$ cat config.mk
export PLATFORM = sky130hd
export DESIGN_NAME = lsu_mem_master_flat
export DESIGN_NICKNAME = d
export VERILOG_FILES = /design/src/rtl/lsu_mem_master_if.sv /design/src/rtl/lsu_mem_master.sv /design/src/flat_wrapper.sv
export SDC_FILE = /design/constraint.sdc
export NUM_CORES = 1
export LEC_CHECK = 0
export ABC_AREA = 1
export CORE_ASPECT_RATIO = 2
export CORE_MARGIN = 1
export CORE_UTILIZATION = 30
export CTS_CLUSTER_SIZE = 14
export DETAILED_ROUTE_END_ITERATION = 10
export PLACE_DENSITY_LB_ADDON = 0.25
export SLEW_MARGIN = 20
export SYNTH_ARGS = -nofsm -noshare
export SYNTH_HDL_FRONTEND = slang
export SYNTH_SLANG_ARGS = --single-unit
$ cat constraint.sdc
create_clock -name clk -period 2.1 [get_ports clk]
set_input_delay 0.315 -clock clk [delete_from_list [all_inputs] [get_ports clk]]
set_output_delay 0.315 -clock clk [all_outputs]
set_load 0.01 [all_outputs]
$ cat src/rtl/lsu_mem_master_if.sv
// lsu_mem_master_if
// Bundles the request/response handshake and the data-BRAM port of the
// load/store unit into one interface.
//   master modport : the LSU itself (takes requests, drives the BRAM port)
//   slave modport  : the surrounding core and BRAM
// Signals:
//   req_valid/req_ready         request handshake
//   req_we, req_funct3          store flag and RV32I access width/sign
//   req_addr, req_wdata         byte address and store data (rs2)
//   rsp_valid, rsp_rdata        one-cycle response pulse and load data
//   rsp_err                     access rejected
//   mem_w_addr/mem_w_dat/mem_w_enb/mem_byte_enb   BRAM write port
//   mem_r_addr/mem_r_enb/mem_r_dat                BRAM read port
interface lsu_mem_master_if #(
  parameter int ADDR_W = 12
) ();

  logic              req_valid;
  logic              req_ready;
  logic              req_we;
  logic [2:0]        req_funct3;
  logic [31:0]       req_addr;
  logic [31:0]       req_wdata;
  logic              rsp_valid;
  logic [31:0]       rsp_rdata;
  logic              rsp_err;
  logic [ADDR_W-1:0] mem_w_addr;
  logic [31:0]       mem_w_dat;
  logic              mem_w_enb;
  logic [3:0]        mem_byte_enb;
  logic [ADDR_W-1:0] mem_r_addr;
  logic              mem_r_enb;
  logic [31:0]       mem_r_dat;

  modport master (
    input  req_valid, req_we, req_funct3, req_addr, req_wdata, mem_r_dat,
    output req_ready, rsp_valid, rsp_rdata, rsp_err,
           mem_w_addr, mem_w_dat, mem_w_enb, mem_byte_enb,
           mem_r_addr, mem_r_enb
  );

  modport slave (
    output req_valid, req_we, req_funct3, req_addr, req_wdata, mem_r_dat,
    input  req_ready, rsp_valid, rsp_rdata, rsp_err,
           mem_w_addr, mem_w_dat, mem_w_enb, mem_byte_enb,
           mem_r_addr, mem_r_enb
  );

endinterface

$ cat src/rtl/lsu_mem_master.sv
// lsu_mem_master
// Load/store initiator between the rv32i execute stage and the 32-bit data
// BRAM. One request is taken per transaction; stores get byte lanes and
// replicated write data, loads wait RD_LATENCY cycles on the read port and
// return sign/zero-extended data on a one-cycle response pulse.
// Ports:
//   clk   core clock
//   rst   synchronous active-low reset
//   bus   lsu_mem_master_if.master (request, response and BRAM signals)
//   busy  high whenever the unit is not idle
// Parameters:
//   ADDR_W      BRAM byte-address width (upper request address bits dropped)
//   RD_LATENCY  cycles from mem_r_enb to valid mem_r_dat, 0..7
// Optional feature:
//   LSU_MISALIGN_TRAP_EN  when defined, misaligned halfword/word accesses are
//                         rejected with rsp_err; otherwise the address is
//                         aligned down and the access proceeds.
module lsu_mem_master #(
  parameter int ADDR_W     = 12,
  parameter int RD_LATENCY = 1
) (
  input  logic             clk,
  input  logic             rst,
  lsu_mem_master_if.master bus,
  output logic             busy
);

  typedef enum logic [1:0] {IDLE, WRITE, READ, RESP} state_t;

  localparam logic [2:0] LAT_LAST = 3'(RD_LATENCY);

  state_t            state;
  logic [2:0]        lat_cnt;
  logic [2:0]        funct3_q;
  logic [1:0]        lane_q;

  logic [ADDR_W-1:0] w_addr_q;
  logic [31:0]       w_dat_q;
  logic              w_enb_q;
  logic [3:0]        byte_enb_q;
  logic [ADDR_W-1:0] r_addr_q;
  logic              r_enb_q;
  logic              rsp_valid_q;
  logic [31:0]       rsp_rdata_q;
  logic              rsp_err_q;

  logic [1:0]        size;
  logic [ADDR_W-1:0] raw_addr;
  logic [ADDR_W-1:0] acc_addr;
  logic              misaligned;
  logic              illegal;
  logic              acc_err;
  logic [31:0]       fmt_wdata;
  logic [3:0]        fmt_be;

  // Address bits above the BRAM window are intentionally discarded.
  logic unused_addr_hi;
  assign unused_addr_hi = ^bus.req_addr[31:ADDR_W];

  // Decode the incoming request: legality, alignment and store lane format.
  // misaligned stays 0 unless the trap feature is built in, in which case
  // the aligned-down address is never used because the request errors out.
  always_comb begin
    size       = bus.req_funct3[1:0];
    raw_addr   = bus.req_addr[ADDR_W-1:0];
    acc_addr   = raw_addr;
    misaligned = 1'b0;
    fmt_wdata  = 32'h0;
    fmt_be     = 4'b0000;

    case (size)
      2'b01: begin
`ifdef LSU_MISALIGN_TRAP_EN
        misaligned = raw_addr[0];
`endif
        acc_addr[0] = 1'b0;
      end
      2'b10: begin
`ifdef LSU_MISALIGN_TRAP_EN
        misaligned = |raw_addr[1:0];
`endif
        acc_addr[1:0] = 2'b00;
      end
      default: ;
    endcase

    if (bus.req_we)
      illegal = bus.req_funct3[2] | (size == 2'b11);
    else
      illegal = (size == 2'b11) | (bus.req_funct3 == 3'b110);

    acc_err = illegal | misaligned;

    case (size)
      2'b00: begin
        fmt_wdata = {4{bus.req_wdata[7:0]}};
        fmt_be    = 4'b0001 << acc_addr[1:0];
      end
      2'b01: begin
        fmt_wdata = {2{bus.req_wdata[15:0]}};
        fmt_be    = acc_addr[1] ? 4'b1100 : 4'b0011;
      end
      2'b10: begin
        fmt_wdata = bus.req_wdata;
        fmt_be    = 4'b1111;
      end
      default: ;
    endcase
  end

  // Pick the addressed byte/halfword out of the read word and extend it.
  function automatic logic [31:0] load_ext(input logic [31:0] dat,
                                           input logic [2:0]  f3,
                                           input logic [1:0]  lane);
    logic [7:0]  b;
    logic [15:0] h;
    case (lane)
      2'b00:   b = dat[7:0];
      2'b01:   b = dat[15:8];
      2'b10:   b = dat[23:16];
      default: b = dat[31:24];
    endcase
    h = lane[1] ? dat[31:16] : dat[15:0];
    case (f3)
      3'b000:  load_ext = {{24{b[7]}}, b};
      3'b100:  load_ext = {24'h0, b};
      3'b001:  load_ext = {{16{h[15]}}, h};
      3'b101:  load_ext = {16'h0, h};
      3'b010:  load_ext = dat;
      default: load_ext = 32'h0;
    endcase
  endfunction

  // Transaction sequencer. Every BRAM and response output is a register
  // loaded on the edge that enters the state it belongs to, so enables line
  // up exactly with their state and drop together on reset.
  always_ff @(posedge clk) begin
    if (!rst) begin
      state       <= IDLE;
      lat_cnt     <= 3'd0;
      funct3_q    <= 3'd0;
      lane_q      <= 2'd0;
      w_addr_q    <= '0;
      w_dat_q     <= 32'h0;
      w_enb_q     <= 1'b0;
      byte_enb_q  <= 4'b0000;
      r_addr_q    <= '0;
      r_enb_q     <= 1'b0;
      rsp_valid_q <= 1'b0;
      rsp_rdata_q <= 32'h0;
      rsp_err_q   <= 1'b0;
    end else begin
      case (state)
        IDLE: begin
          if (bus.req_valid) begin
            funct3_q <= bus.req_funct3;
            lane_q   <= acc_addr[1:0];
            if (acc_err) begin
              state       <= RESP;
              rsp_valid_q <= 1'b1;
              rsp_rdata_q <= 32'h0;
              rsp_err_q   <= 1'b1;
            end else if (bus.req_we) begin
              state      <= WRITE;
              w_enb_q    <= 1'b1;
              w_addr_q   <= acc_addr;
              w_dat_q    <= fmt_wdata;
              byte_enb_q <= fmt_be;
            end else begin
              state    <= READ;
              r_enb_q  <= 1'b1;
              r_addr_q <= acc_addr;
              lat_cnt  <= 3'd0;
            end
          end
        end
        WRITE: begin
          w_enb_q     <= 1'b0;
          w_addr_q    <= '0;
          w_dat_q     <= 32'h0;
          byte_enb_q  <= 4'b0000;
          state       <= RESP;
          rsp_valid_q <= 1'b1;
          rsp_rdata_q <= 32'h0;
          rsp_err_q   <= 1'b0;
        end
        READ: begin
          // mem_r_dat is valid in the last read cycle, sampled on its closing edge.
          if (lat_cnt == LAT_LAST) begin
            r_enb_q     <= 1'b0;
            r_addr_q    <= '0;
            lat_cnt     <= 3'd0;
            state       <= RESP;
            rsp_valid_q <= 1'b1;
            rsp_rdata_q <= load_ext(bus.mem_r_dat, funct3_q, lane_q);
            rsp_err_q   <= 1'b0;
          end else begin
            lat_cnt <= lat_cnt + 3'd1;
          end
        end
        RESP: begin
          rsp_valid_q <= 1'b0;
          state       <= IDLE;
        end
        default: state <= IDLE;
      endcase
    end
  end

  assign bus.req_ready    = (state == IDLE);
  assign busy             = (state != IDLE);
  assign bus.mem_w_addr   = w_addr_q;
  assign bus.mem_w_dat    = w_dat_q;
  assign bus.mem_w_enb    = w_enb_q;
  assign bus.mem_byte_enb = byte_enb_q;
  assign bus.mem_r_addr   = r_addr_q;
  assign bus.mem_r_enb    = r_enb_q;
  assign bus.rsp_valid    = rsp_valid_q;
  assign bus.rsp_rdata    = rsp_rdata_q;
  assign bus.rsp_err      = rsp_err_q;

endmodule

$ cat src/flat_wrapper.sv
// flat-port wrapper written by rule: the top's interface ports become plain ports
module lsu_mem_master_flat 
#(
  parameter int ADDR_W     = 12,
  parameter int RD_LATENCY = 1
)
  (clk, rst, busy, bus_req_valid, bus_req_we, bus_req_funct3, bus_req_addr, bus_req_wdata, bus_mem_r_dat, bus_req_ready, bus_rsp_valid, bus_rsp_rdata, bus_rsp_err, bus_mem_w_addr, bus_mem_w_dat, bus_mem_w_enb, bus_mem_byte_enb, bus_mem_r_addr, bus_mem_r_enb);
  lsu_mem_master_if #(.ADDR_W(ADDR_W)) bus_i ();
  input  logic clk;
  input  logic rst;
  output logic busy;
  input wire logic [$bits(bus_i.req_valid)-1:0] bus_req_valid;
  input wire logic [$bits(bus_i.req_we)-1:0] bus_req_we;
  input wire logic [$bits(bus_i.req_funct3)-1:0] bus_req_funct3;
  input wire logic [$bits(bus_i.req_addr)-1:0] bus_req_addr;
  input wire logic [$bits(bus_i.req_wdata)-1:0] bus_req_wdata;
  input wire logic [$bits(bus_i.mem_r_dat)-1:0] bus_mem_r_dat;
  output wire logic [$bits(bus_i.req_ready)-1:0] bus_req_ready;
  output wire logic [$bits(bus_i.rsp_valid)-1:0] bus_rsp_valid;
  output wire logic [$bits(bus_i.rsp_rdata)-1:0] bus_rsp_rdata;
  output wire logic [$bits(bus_i.rsp_err)-1:0] bus_rsp_err;
  output wire logic [$bits(bus_i.mem_w_addr)-1:0] bus_mem_w_addr;
  output wire logic [$bits(bus_i.mem_w_dat)-1:0] bus_mem_w_dat;
  output wire logic [$bits(bus_i.mem_w_enb)-1:0] bus_mem_w_enb;
  output wire logic [$bits(bus_i.mem_byte_enb)-1:0] bus_mem_byte_enb;
  output wire logic [$bits(bus_i.mem_r_addr)-1:0] bus_mem_r_addr;
  output wire logic [$bits(bus_i.mem_r_enb)-1:0] bus_mem_r_enb;
  assign bus_i.req_valid = bus_req_valid;
  assign bus_i.req_we = bus_req_we;
  assign bus_i.req_funct3 = bus_req_funct3;
  assign bus_i.req_addr = bus_req_addr;
  assign bus_i.req_wdata = bus_req_wdata;
  assign bus_i.mem_r_dat = bus_mem_r_dat;
  assign bus_req_ready = bus_i.req_ready;
  assign bus_rsp_valid = bus_i.rsp_valid;
  assign bus_rsp_rdata = bus_i.rsp_rdata;
  assign bus_rsp_err = bus_i.rsp_err;
  assign bus_mem_w_addr = bus_i.mem_w_addr;
  assign bus_mem_w_dat = bus_i.mem_w_dat;
  assign bus_mem_w_enb = bus_i.mem_w_enb;
  assign bus_mem_byte_enb = bus_i.mem_byte_enb;
  assign bus_mem_r_addr = bus_i.mem_r_addr;
  assign bus_mem_r_enb = bus_i.mem_r_enb;
  lsu_mem_master #(.ADDR_W(ADDR_W), .RD_LATENCY(RD_LATENCY)) u_core (.clk(clk), .rst(rst), .bus(bus_i), .busy(busy));
endmodule
==> qor.yml <==
yosys:
  ys_types: 28
  ys_ff_latch: 106
  synth_ff_type: "dfxtp_1"
  synth_area_per_cell_sq_um: 6.356
  synth_edf_count: 0
  synth_fp_nets: 947
  ys_seq_area_share_pct: 39.93
  ys_warn_count: 0
  syn_area_sq_um: 5314
  synthArstFlopShare_pct: 0
  syn-instance-count: 836
setup_path:
  crit_start: "u_core.state[0]$_SDFFE_PN0P_"
  r2r_end: "u_core.bus.rsp_rdata[17]$_SDFFE_PN0P_"
  max_stage_delay_ns: 0.54
  crit_path_max_fanout: 5
  rrSetupSlack_ns: 0.35
  path_cells: "inv_1, ha_4, buf_4, clkdlybuf4s50_1"
  crit_required_ns: 1.78
  crit_arrival_ns: 1.69
  crit_path_start_kind: "flip-flop"
  crit_slowest_cell: "clkdlybuf4s50_1"
  crit_path_end: "bus_req_ready"
  r2r-start: "u_core.state[1]$_SDFFE_PN0P_"
  crit_type: "reg2out"
  r2r_cells: 9
  worst_setup_path_end_kind: "output pin"
floorplan:
  num_rows: 68
  die_w_um: 96.11
  ios: 201
  fp.dieH_um: 190.2
  start_util_pct: 30.77
  core_sq_um: 17270
  die_area_sq_um: 18280
clock_tree:
  worstSkewPairLatency_ns: 0.35
  clk_pin_slew_worst_paths_ns: 0.08
  cts_tree: "yes"
  hold_buffers: 0
  clockRootBuffer: "clkbuf_16"
  numCtsBuffers: 9
  clockBufferDepth: 2
  clkSinkCount: 106
  h-tree-depth: 3
pwr:
  peakVddDrop_v: 0.0006025
  p_total_mw: 8.061
  p_per_area_nw_per_um2: 1018
  p_leak_nw: 3.294
global_route:
  overflow: 0
  grt_max_degree: 36
  grt_first_pass_wirelength_um: 29590
  grt_pass1_vias: 5935
  antenna_found_initial: 0
  grt_use_total_pct: 21.57
route:
  drt_iter0_drc: 189
  wl_met3_um: 969
  via_per_inst: 4.707
  ant_nets: 0
  wl_met1_um: 6451
  wl_per_cell_um: 15.00
  vias: 5851
  drcViolationCount: 0
  met2_length_um: 10210
  wirelength_um: 18650
  dr.pass1.iters: 4
  routed.top_layer: "met4"
hold_path:
  hp-class: "reg2reg"
finish:
  drive_gt1_share_pct: 7.164
  final_common_cell: "nand2_1"
  final_area_sq_um: 7919
  antenna_cells: 0
  final_cell_mix: "314 x nand2_1, 180 x clkdlybuf4s50_1, 106 x dfxtp_1"
  layout-area-overhead-vs-synth_pct: 49.02
  nNetsFinal: 1139
sta:
  clock_skew_ns: 0.008593
  hold_viol: 0
  max_freq_mhz: 498.0
  finalCriticalPeriod_ns: 2.008
  rsz0062_at_grt: "false"
  period_share_pct: 95.62
  slew_violations: 0
  setup_viol: 0
  worst_pin_slew_ns: 0.4100
  slew_headroom_pct: 72.38
place:
  dp_hpwl_um: 14540
  gp_congestion: 0.8822
  placed_area_sq_um: 7587
  port_buffers: 180
outcome:
  status: "finished, final reports clean"
run:
  maxCapViolations: 0
[synth_stat cells, types with 2 or more instances]
master	number	area [sq um]
ha_1	8	100.1
o211ai_1	7	52.55
buf_4	4	30.03
inv_1	83	311.6
nand2_1	315	1182
a22oi_1	3	22.52
nand4_1	3	18.77
buf_2	13	65.06
nor2_2	3	18.77
a21oi_1	100	500.5
clkbuf_1	23	86.33
dfxtp_1	106	2122
buf_1	2	7.510
nand3_1	47	235.2
nand3b_1	2	15.01
buf_6	2	22.52
nor2_1	57	214.0
o22ai_1	2	12.51
o21ai_1	9	45.04
o21ai_0	39	195.2
[flip-flops by register name, summed over array words and instances, names as in the netlist]
name                     count
u_core.bus.mem_w_enb         1
u_core.state                 2
u_core.bus.mem_byte_enb      4
u_core.bus.rsp_err           1
u_core.bus.mem_w_addr       12
u_core.bus.mem_r_addr       12
u_core.bus.rsp_valid         1
u_core.bus.mem_r_enb         1
u_core.funct3_q              3
u_core.bus.mem_w_dat        32
u_core.lat_cnt               3
u_core.lane_q                2
u_core.bus.rsp_rdata        32
[metrics by stage]
step / util, % / setup WS, ns / cells / setup TNS, ns / hold slack [ns]
after detailed placement: 43.93 / -0.1114 / 1227 / -1.647 / 0.4538
after floorplan: - / 0.3208 / 836 / 0 / 0.4501
after global routing: 45.85 / 0.01599 / 1243 / 0 / 0.4788
after CTS: 45.79 / 0.02143 / 1243 / 0 / 0.4651
final: 45.85 / 0.09204 / 1243 / 0 / 0.4610
after global placement: 43.93 / -0.05336 / 1227 / -0.6304 / 0.4495
[power breakdown]
part           internal, mW  total, mW  switching (mW)
sequential             2.35       2.56           0.206
clock                  1.01       1.82           0.816
combinational          1.61       3.68            2.07
total                  4.97       8.06            3.09
[worst min path at each step]
| stage | from | to | slack, ns | cells after the start |
|---|---|---|---|---|
| 2_1_floorplan | bus_req_addr[10] | u_core.bus.mem_r_addr[10]$_SDFFE_PN0P_ | 0.45 | 2 |
| 3_3_place_gp | u_core.bus.mem_w_addr[5]$_SDFFE_PN0P_ | u_core.bus.mem_w_addr[5]$_SDFFE_PN0P_ | 0.45 | 2 |
| 3_5_place_dp | u_core.bus.mem_r_enb$_SDFFE_PN0P_ | u_core.bus.mem_r_enb$_SDFFE_PN0P_ | 0.45 | 2 |
| 4_1_cts | u_core.bus.mem_w_dat[1]$_SDFFE_PN0P_ | u_core.bus.mem_w_dat[1]$_SDFFE_PN0P_ | 0.47 | 2 |
| 5_1_grt | u_core.bus.rsp_rdata[0]$_SDFFE_PN0P_ | u_core.bus.rsp_rdata[0]$_SDFFE_PN0P_ | 0.48 | 2 |
| 6_report | u_core.bus.mem_r_enb$_SDFFE_PN0P_ | u_core.bus.mem_r_enb$_SDFFE_PN0P_ | 0.46 | 2 |
[area by class of cell]
cell class | instances | area [sq um]
Clock buffer | 11 | 252.7
Clock inverter | 5 | 66.31
Fill cell | 1835 | 9353
Inverter | 85 | 319.1
Multi-Input combinational cell | 601 | 2681
Sequential cell | 106 | 2122
Tap cell | 210 | 262.8
Timing Repair Buffer | 225 | 2215
[critical path: cells and delay by family, from the launching register on]
| kind | cells | cell delay, ns |
|---|---|---|
| adders and majority gates | 1 | 0.20 |
| buffers and inverters | 3 | 0.82 |
| DFF | 1 | 0.34 |
[cells by family (layout without fill, tap and decap cells)]
family,after synthesis,after routing,share of synthesized area [%]
adders and majority gates,8,8,1.884
AOI/OAI and AO/OA,162,162,15.92
DFF,106,106,39.93
xor gates and xnor gates,1,1,0.1649
and+or+nand+nor,430,430,32.12
buffers and inverters,129,326,9.983
[metal layers]
metal	GRT usage, %	up-vias
li1	-	3026
met1	19.72	2588
met2	41.35	186
met3	4.506	51
met4	12.97	0
met5	0	-
[what timing repair did]
item / 4_1_cts / 5_1_grt
cloned: 0 / 0
setup buffers: 0 / 0
gates resized for setup: 2 / 1
endpoints found under the setup margin: 2 / 1
Note: power is estimated with default switching activity, not from simulation.
